`src/rtl/mult_div_unit.sv`:
```
// mult_div_unit: multicycle signed Booth multiply / restoring divide unit that owns the HI/LO registers
module mult_div_unit #(
   parameter int WIDTH = 32
) (
   input  logic             clk,
   input  logic             reset,
   input  logic             start,
   input  logic             op,
   input  logic [WIDTH-1:0] OpA,
   input  logic [WIDTH-1:0] OpB,
   output logic             busy,
   output logic             done,
   output logic             div0,
   output logic [WIDTH-1:0] HiOut,
   output logic [WIDTH-1:0] LoOut
);
   localparam int CW = $clog2(WIDTH) + 1;
   typedef enum logic [1:0] {IDLE, MULT, DIV, DONE} state_t;
   state_t           state, state_n;
   logic [CW-1:0]    cnt;
   logic [WIDTH:0]   acc;
   logic [WIDTH-1:0] q, m;
   logic             q_1, neg_q, neg_r;
   logic [WIDTH:0]   bsum, bacc_n, shl, rem_n;
   logic [WIDTH-1:0] bq_n, dq_n;
   logic             ge, last;
   assign busy = state != IDLE;
   assign done = state == DONE;
   // one Booth step (acc shared as A, m sign-extended) and one restoring step (acc shared as remainder, m as |divisor|)
   always_comb begin
      bsum   = (q[0] & ~q_1) ? acc - {m[WIDTH-1], m} : (~q[0] & q_1) ? acc + {m[WIDTH-1], m} : acc;
      bacc_n = {bsum[WIDTH], bsum[WIDTH:1]};
      bq_n   = {bsum[0], q[WIDTH-1:1]};
      shl    = {acc[WIDTH-1:0], q[WIDTH-1]};
      ge     = shl >= {1'b0, m};
      rem_n  = ge ? shl - {1'b0, m} : shl;
      dq_n   = {q[WIDTH-2:0], ge};
      last   = cnt == CW'(WIDTH - 1);
   end
   // state register
   always_ff @(posedge clk or negedge reset)
      if (!reset) state <= IDLE;
      else state <= state_n;
   // next-state: a zero divisor skips straight to DONE
   always_comb begin
      state_n = state;
      unique case (state)
         IDLE:      state_n = !start ? IDLE : !op ? MULT : (OpB == '0) ? DONE : DIV;
         MULT, DIV: state_n = last ? DONE : state;
         DONE:      state_n = IDLE;
      endcase
   end
   // operand latch, iteration datapath and HI/LO write-back on the final iteration
   always_ff @(posedge clk or negedge reset)
      if (!reset) begin
         cnt   <= '0;
         acc   <= '0;
         q     <= '0;
         m     <= '0;
         q_1   <= 1'b0;
         neg_q <= 1'b0;
         neg_r <= 1'b0;
         div0  <= 1'b0;
         HiOut <= '0;
         LoOut <= '0;
      end else begin
         unique case (state)
            IDLE: if (start) begin
               cnt   <= '0;
               acc   <= '0;
               q_1   <= 1'b0;
               m     <= !op ? OpA : OpB[WIDTH-1] ? -OpB : OpB;
               q     <= !op ? OpB : OpA[WIDTH-1] ? -OpA : OpA;
               neg_q <= OpA[WIDTH-1] ^ OpB[WIDTH-1];
               neg_r <= OpA[WIDTH-1];
               div0  <= op && (OpB == '0);
            end
            MULT: begin
               acc <= bacc_n;
               q   <= bq_n;
               q_1 <= q[0];
               cnt <= cnt + CW'(1);
               if (last) begin
                  HiOut <= bacc_n[WIDTH-1:0];
                  LoOut <= bq_n;
               end
            end
            DIV: begin
               acc <= rem_n;
               q   <= dq_n;
               cnt <= cnt + CW'(1);
               if (last) begin
                  HiOut <= neg_r ? -rem_n[WIDTH-1:0] : rem_n[WIDTH-1:0];
                  LoOut <= neg_q ? -dq_n : dq_n;
               end
            end
            DONE: div0 <= 1'b0;
         endcase
      end
endmodule

```
`config.mk`:
```
export PLATFORM = sky130hd
export DESIGN_NAME = mult_div_unit
export DESIGN_NICKNAME = d
export VERILOG_FILES = /design/src/rtl/mult_div_unit.sv
export SDC_FILE = /design/constraint.sdc
export NUM_CORES = 1
export LEC_CHECK = 0
export BUFFER_PORTS_ARGS = -buffer_cell sky130_fd_sc_hd__buf_4
export CORE_ASPECT_RATIO = 1.4
export CORE_MARGIN = 3
export CORE_UTILIZATION = 60
export DETAILED_ROUTE_END_ITERATION = 10
export PLACE_DENSITY = 0.78
export RECOVER_POWER = 25
export SYNTH_ARGS = -nofsm -noshare
export SYNTH_HDL_FRONTEND = slang
export SYNTH_SLANG_ARGS = --single-unit
```
`constraint.sdc`:
```
create_clock -name clk -period 9.9 [get_ports clk]
set_input_delay 0.495 -clock clk [delete_from_list [all_inputs] [get_ports clk]]
set_output_delay 0.495 -clock clk [all_outputs]
set_load 0.01 [all_outputs]
```
-- Word-level counts from Yosys, hierarchy flattened
Cells that the tools add are included.
- $add $sub $neg: 8
- magnitude comparators: 1
- equal/unequal tests: 8
- muxes and demuxes: 30
- bitwise logic cells: 5
- reductions and logical operators: 16
- operators with widths (kind ; number):
    two-way mux 32 bit ; 11
    two-way mux 33 bit ; 4
    negator 32 bit ; 4
    one-hot mux 32 bit (2 select lines) ; 2
    one-hot mux 33 bit (3 select lines) ; 1
    one-hot mux 32 bit (3 select lines) ; 1
    adder 33 bit ; 1
    >= comparator 33 x 32 -> 1 bit ; 1
    subtractor 33 x 32 -> 33 bit ; 1
    subtractor 33 bit ; 1
    logical NOT 32 bit ; 1
    one-hot mux 6 bit (2 select lines) ; 1
    AND reduction 2 bit ; 5
    nonzero test 2 bit ; 5
    adder 6 x 1 -> 6 bit, second input constant ; 1
    equality test 6 x 5 -> 1 bit, second input constant ; 1
    two-way mux 2 bit ; 3
    two-way mux 6 bit ; 1
    != test 2 bit, second input constant ; 3
    one-hot mux 2 bit (3 select lines) ; 1
    equality test 2 bit, second input constant ; 2
    one-hot mux 1 bit (2 select lines) ; 2
    two-way mux 1 bit ; 3
    AND reduction 3 bit ; 1
    9 further kinds ; 11
- flip-flop bits (word level): 173
- logic and storage cells: 79

-- Longest topological paths before layout
- depth after elaboration: 6
- gate-level depth with buffers: 23
- gate-level depth less buffers: 18

-- Worst setup path after synthesis
OpenSTA, ideal clock, no wires.
- kind: reg2reg
- start: register acc[21]
- end: register HiOut[28]
- library setup time: 0.126 ns
- data arrival time: 4.654 ns
- data required time: 9.774 ns
- path slack: 5.120 ns
- stages on the path, launching flop included: 21
- path buffers: 5
- path through: dfrtp_1 > ha_1 > clkbuf_1 > nand4_1 > or4_4 > o41ai_4 > a21oi_2 > nand3_2 > buf_4 > buf_4 > buf_4 > buf_2 > mux2i_1 > ha_1 > nor4b_1 > and3_1 > o221ai_2 > nor3_2 > nor3_1 > a41o_1 > o32a_1
- longest elaborated chain between the ends: 6
- elaborated cells on any way between the ends: 12
- those cells by class: add/sub: 4; order compare: 1; mux: 7
- RTL lines (element ; line ; source):
    from (decl) ; 21 ; logic [WIDTH:0] acc;
    from (signal assigned) ; 79 ; acc <= bacc_n;
    from (signal assigned) ; 89 ; acc <= rem_n;
    subtractor 33 x 32 -> 33 bit or >= comparator 33 x 32 -> 1 bit (tied branches) ; 36, 35 ;
    two-way mux 33 bit ; 36 ; rem_n = ge ? shl - {1'b0, m} : shl;
    negator 32 bit ; 93 ; HiOut <= neg_r ? -rem_n[WIDTH-1:0] : rem_n[WIDTH-1:0];
    two-way mux 32 bit ; 93 ;
    two-way mux 32 bit ; 92 ; if (last) begin
    one-hot mux 32 bit (2 select lines) (*) ; 67 ; unique case (state)
    to (signal assigned) ; 84 ; HiOut <= bacc_n[WIDTH-1:0];
    to (signal assigned) ; 93 ;
    to (decl) ; 14 ; output logic [WIDTH-1:0] HiOut,
Every way passes the cells marked *; elsewhere a longest branch is shown, timed or not. The select of a mux whose other input is x is not followed.
A chain may end at the register's enable or synchronous reset.

-- Worst setup path after layout
- start: register acc[11]
- end: register HiOut[30]
Same word-level chain as after synthesis.

==> results.py <==
metrics = {
    "grt": {
        "grt.total_usage_pct": 45.17,
        "antenna_found_initial": 3,
        "first_global_vias": 19850,
        "grt_pass1_wl_mm": 115.8,
        "grt_start_max_net_pins": 94,
        "grt_overflow": 0,
    },
    "route": {
        "first_pass_iters": 7,
        "routedWlPerCell_um": 26.77,
        "ant_nets": 0,
        "wl_mm": 77.26,
        "drt_iter0_markers": 2418,
        "vias": 20660,
        "via_per_inst": 7.157,
        "drcViolationCount": 0,
    },
    "timing": {
        "period_share_pct": 58.24,
        "tightestPinTransition_ps": 2420,
        "slew_headroom_pct": -61.32,
        "hold_viol": 0,
        "setup_tns_ps": 0,
        "report.final.slew_viol_count": 43,
        "fmax_mhz": 173.4,
        "fin_worst_skew_ps": 13.62,
        "rsz0062_at_grt": "no",
        "layout_min_cycle_time_ps": 5766,
        "setup_viol": 0,
    },
    "finish": {
        "stdcell_area_um2": 20000,
        "area_growth_pct": 7.528,
        "layout_common_cells": "253 x nand2_1, 251 x a21oi_1, 249 x o21ai_0, 210 x nor2_1, 173 x dfrtp_1",
        "layout_commonest_cell": "nand2_1",
        "layout-drive-gt1-share_pct": 8.683,
        "fin_nets": 2663,
    },
    "logic_synthesis": {
        "async_reset_ff_share_pct": 100.0,
        "syn_inst": 2492,
        "yosys.area_share.simple_pct": 19.62,
        "synth_compound_area_share_pct": 33.02,
        "synthAdderAreaFrac_pct": 7.454,
        "synth_edf_count": 0,
        "ys_seq_area_share_pct": 23.28,
        "ys_warn_count": 0,
        "synth_nets": 2669,
        "ys_seq_elements": 173,
        "synth_top_family_by_area": "compound AO/OA/AOI/OAI gates",
        "synthMuxAreaShare_pct": 3.895,
        "yosysUniqueCellTypes": 100,
        "yosys_most_used_dff": "dfrtp_1",
        "synth_area_um2": 18600,
        "postSynthAreaPerCell_um2": 7.464,
        "synthXorXnorAreaFrac_pct": 6.546,
    },
    "clocking": {
        "cts_tree": "done",
        "h-tree-depth": 4,
        "numCtsBuffers": 17,
        "clkLatencyLatePin_ps": 470,
        "cts-root-buf": "clkbuf_16",
        "clk_path_buf_depth": 2,
        "post-cts-setup-buffers": 0,
        "cts_num_sinks": 173,
        "cts_hold_buffers": 1,
        "clkTransAtPathRegs_ps": 70,
        "cts_resized": 0,
    },
    "critical_path": {
        "endpoint_kind": "flop",
        "critPathRequiredTime_ps": 10260,
        "worst_setup_path_start_kind": "flop",
        "criticalPathCategory": "reg -> reg",
        "r2r_cells": 16,
        "cp_max_fo": 35,
        "crit_arrival_ps": 6130,
    },
    "flow_run": {
        "maxCapViolations": 1,
    },
    "placement": {
        "post_dp_cell_area_um2": 19620,
        "gp_congestion": 1.118,
        "io_buffers": 134,
        "dp_hpwl_mm": 57.18,
    },
    "floorplanning": {
        "die_height_um": 214.3,
        "ios": 135,
        "core_area_um2": 30310,
        "die-width_um": 154.8,
        "rows": 75,
        "start_util_pct": 61.36,
        "die_area_um2": 33180,
    },
    "outcome": {
        "outcome": "complete, but fails checks",
        "violations": "capacitance limit, slew limit",
    },
    "pwr": {
        "power.density_nw_per_um2": 397.1,
        "peakVddDrop_mv": 0.1992,
        "leakage_nw": 8.304,
    },
    "worst_hold_path": {
        "hp-class": "in -> reg",
        "min_path_cells": 3,
    },
}
metrics by stage:
stage / std cells / hold slack [ps] / setup slack (ps) / power (mW) / util, %
floorplan: 2492 / 199.4 / 5120 / 5.212 / -
finish: 2886 / 360.0 / 4134 / 7.942 / 65.98
CTS: 2884 / 349.5 / 4366 / 7.666 / 66.77
global route: 2884 / 388.3 / 3904 / 8.354 / 65.96
detailed placement: 2851 / 431.6 / 4407 / 6.919 / 64.72
global placement: 2851 / 425.8 / 4546 / 6.835 / 64.72
synthesized netlist by cell type, types with 19 or more instances:
cell type / count / area [um2]
nand2_1: 256 / 960.9
a21oi_1: 251 / 1256
o21ai_0: 249 / 1246
nor2_1: 214 / 803.3
dfrtp_1: 173 / 4329
clkbuf_1: 160 / 600.6
ha_1: 106 / 1326
inv_1: 101 / 379.1
xor2_1: 91 / 797.0
o22ai_1: 64 / 400.4
nor3_1: 53 / 265.3
mux2i_1: 51 / 510.5
xnor2_1: 48 / 420.4
o31ai_1: 43 / 322.8
a221o_1: 34 / 340.3
nand3_1: 30 / 150.1
a211oi_1: 26 / 195.2
or3_1: 25 / 156.4
a21o_1: 23 / 172.7
nor4_1: 22 / 137.6
or4_1: 22 / 165.2
nand4_1: 21 / 131.4
nand2b_1: 20 / 125.1
mux2_2: 19 / 214.0
o21a_1: 19 / 142.6
layer usage:
| metal | up-vias | GRT usage (%) | share of wire (%) |
|---|---|---|---|
| met5 | - | 0 | 0 |
| met4 | 0 | 38.56 | 11 |
| met1 | 9662 | 49.20 | 33 |
| li1 | 9216 | - | - |
| met3 | 451 | 12.54 | 10 |
| met2 | 1327 | 71.85 | 45 |
cell families after synthesis:
group / count (synthesis)
compound gates: 945
xor+xnor: 139
fa+ha+maj: 109
buf+inv: 297
flops: 173
mux: 70
simple gates: 759
where the power goes:
| part | switching, mW | internal [mW] | total [mW] |
|---|---|---|---|
| Sequential | 0.390 | 0.903 | 1.29 |
| Clock | 0.345 | 0.376 | 0.721 |
| Combinational | 3.95 | 1.98 | 5.93 |
final cells by class:
cell class / count / area (um2)
diodes: 2 / 5.005
clock buffers: 19 / 452.9
clock inverters: 13 / 157.7
fillers: 2756 / 10310
inverters: 104 / 390.4
multi-input cells: 2022 / 13160
flip-flops and latches: 173 / 4329
well taps: 385 / 481.7
repair buffers: 168 / 1023
registers in the layout, summed over array words and instances, names as in the netlist:
| name | flops |
|---|---|
| m | 32 |
| neg_q | 1 |
| q | 32 |
| div0 | 1 |
| cnt | 6 |
| q_1 | 1 |
| LoOut | 32 |
| HiOut | 32 |
| state | 2 |
| neg_r | 1 |
| acc | 33 |
worst max-delay path: stages (launching register included):
cell and delay (ps):
dfrtp_1 500, ha_1 480, nand4_1 260, or4_4 630, o41ai_4 340, a21oi_2 100
nand3_2 490, buf_4 530, mux2i_1 370, ha_1 290, nor4b_1 270, and3_1 270
o221ai_1 180, nor4_2 420, a31oi_1 160, xor2_1 190, o22ai_1 170
final timing paths:
path | from | endpoint | slack [ps]
max | acc[11]$_DFFE_PN0P_ | HiOut[30]$_DFFE_PN0P_ | 4130
min | OpA[5] | m[5]$_DFFE_PN0P_ | 360
max reg2reg | acc[11]$_DFFE_PN0P_ | HiOut[30]$_DFFE_PN0P_ | 4130
min reg2reg | LoOut[16]$_DFFE_PN0P_ | LoOut[16]$_DFFE_PN0P_ | 480
max in group asynchronous | reset | acc[16]$_DFFE_PN0P_ | 6510
min in group asynchronous | reset | LoOut[12]$_DFFE_PN0P_ | 1320
(Power assumes the default switching activity.)
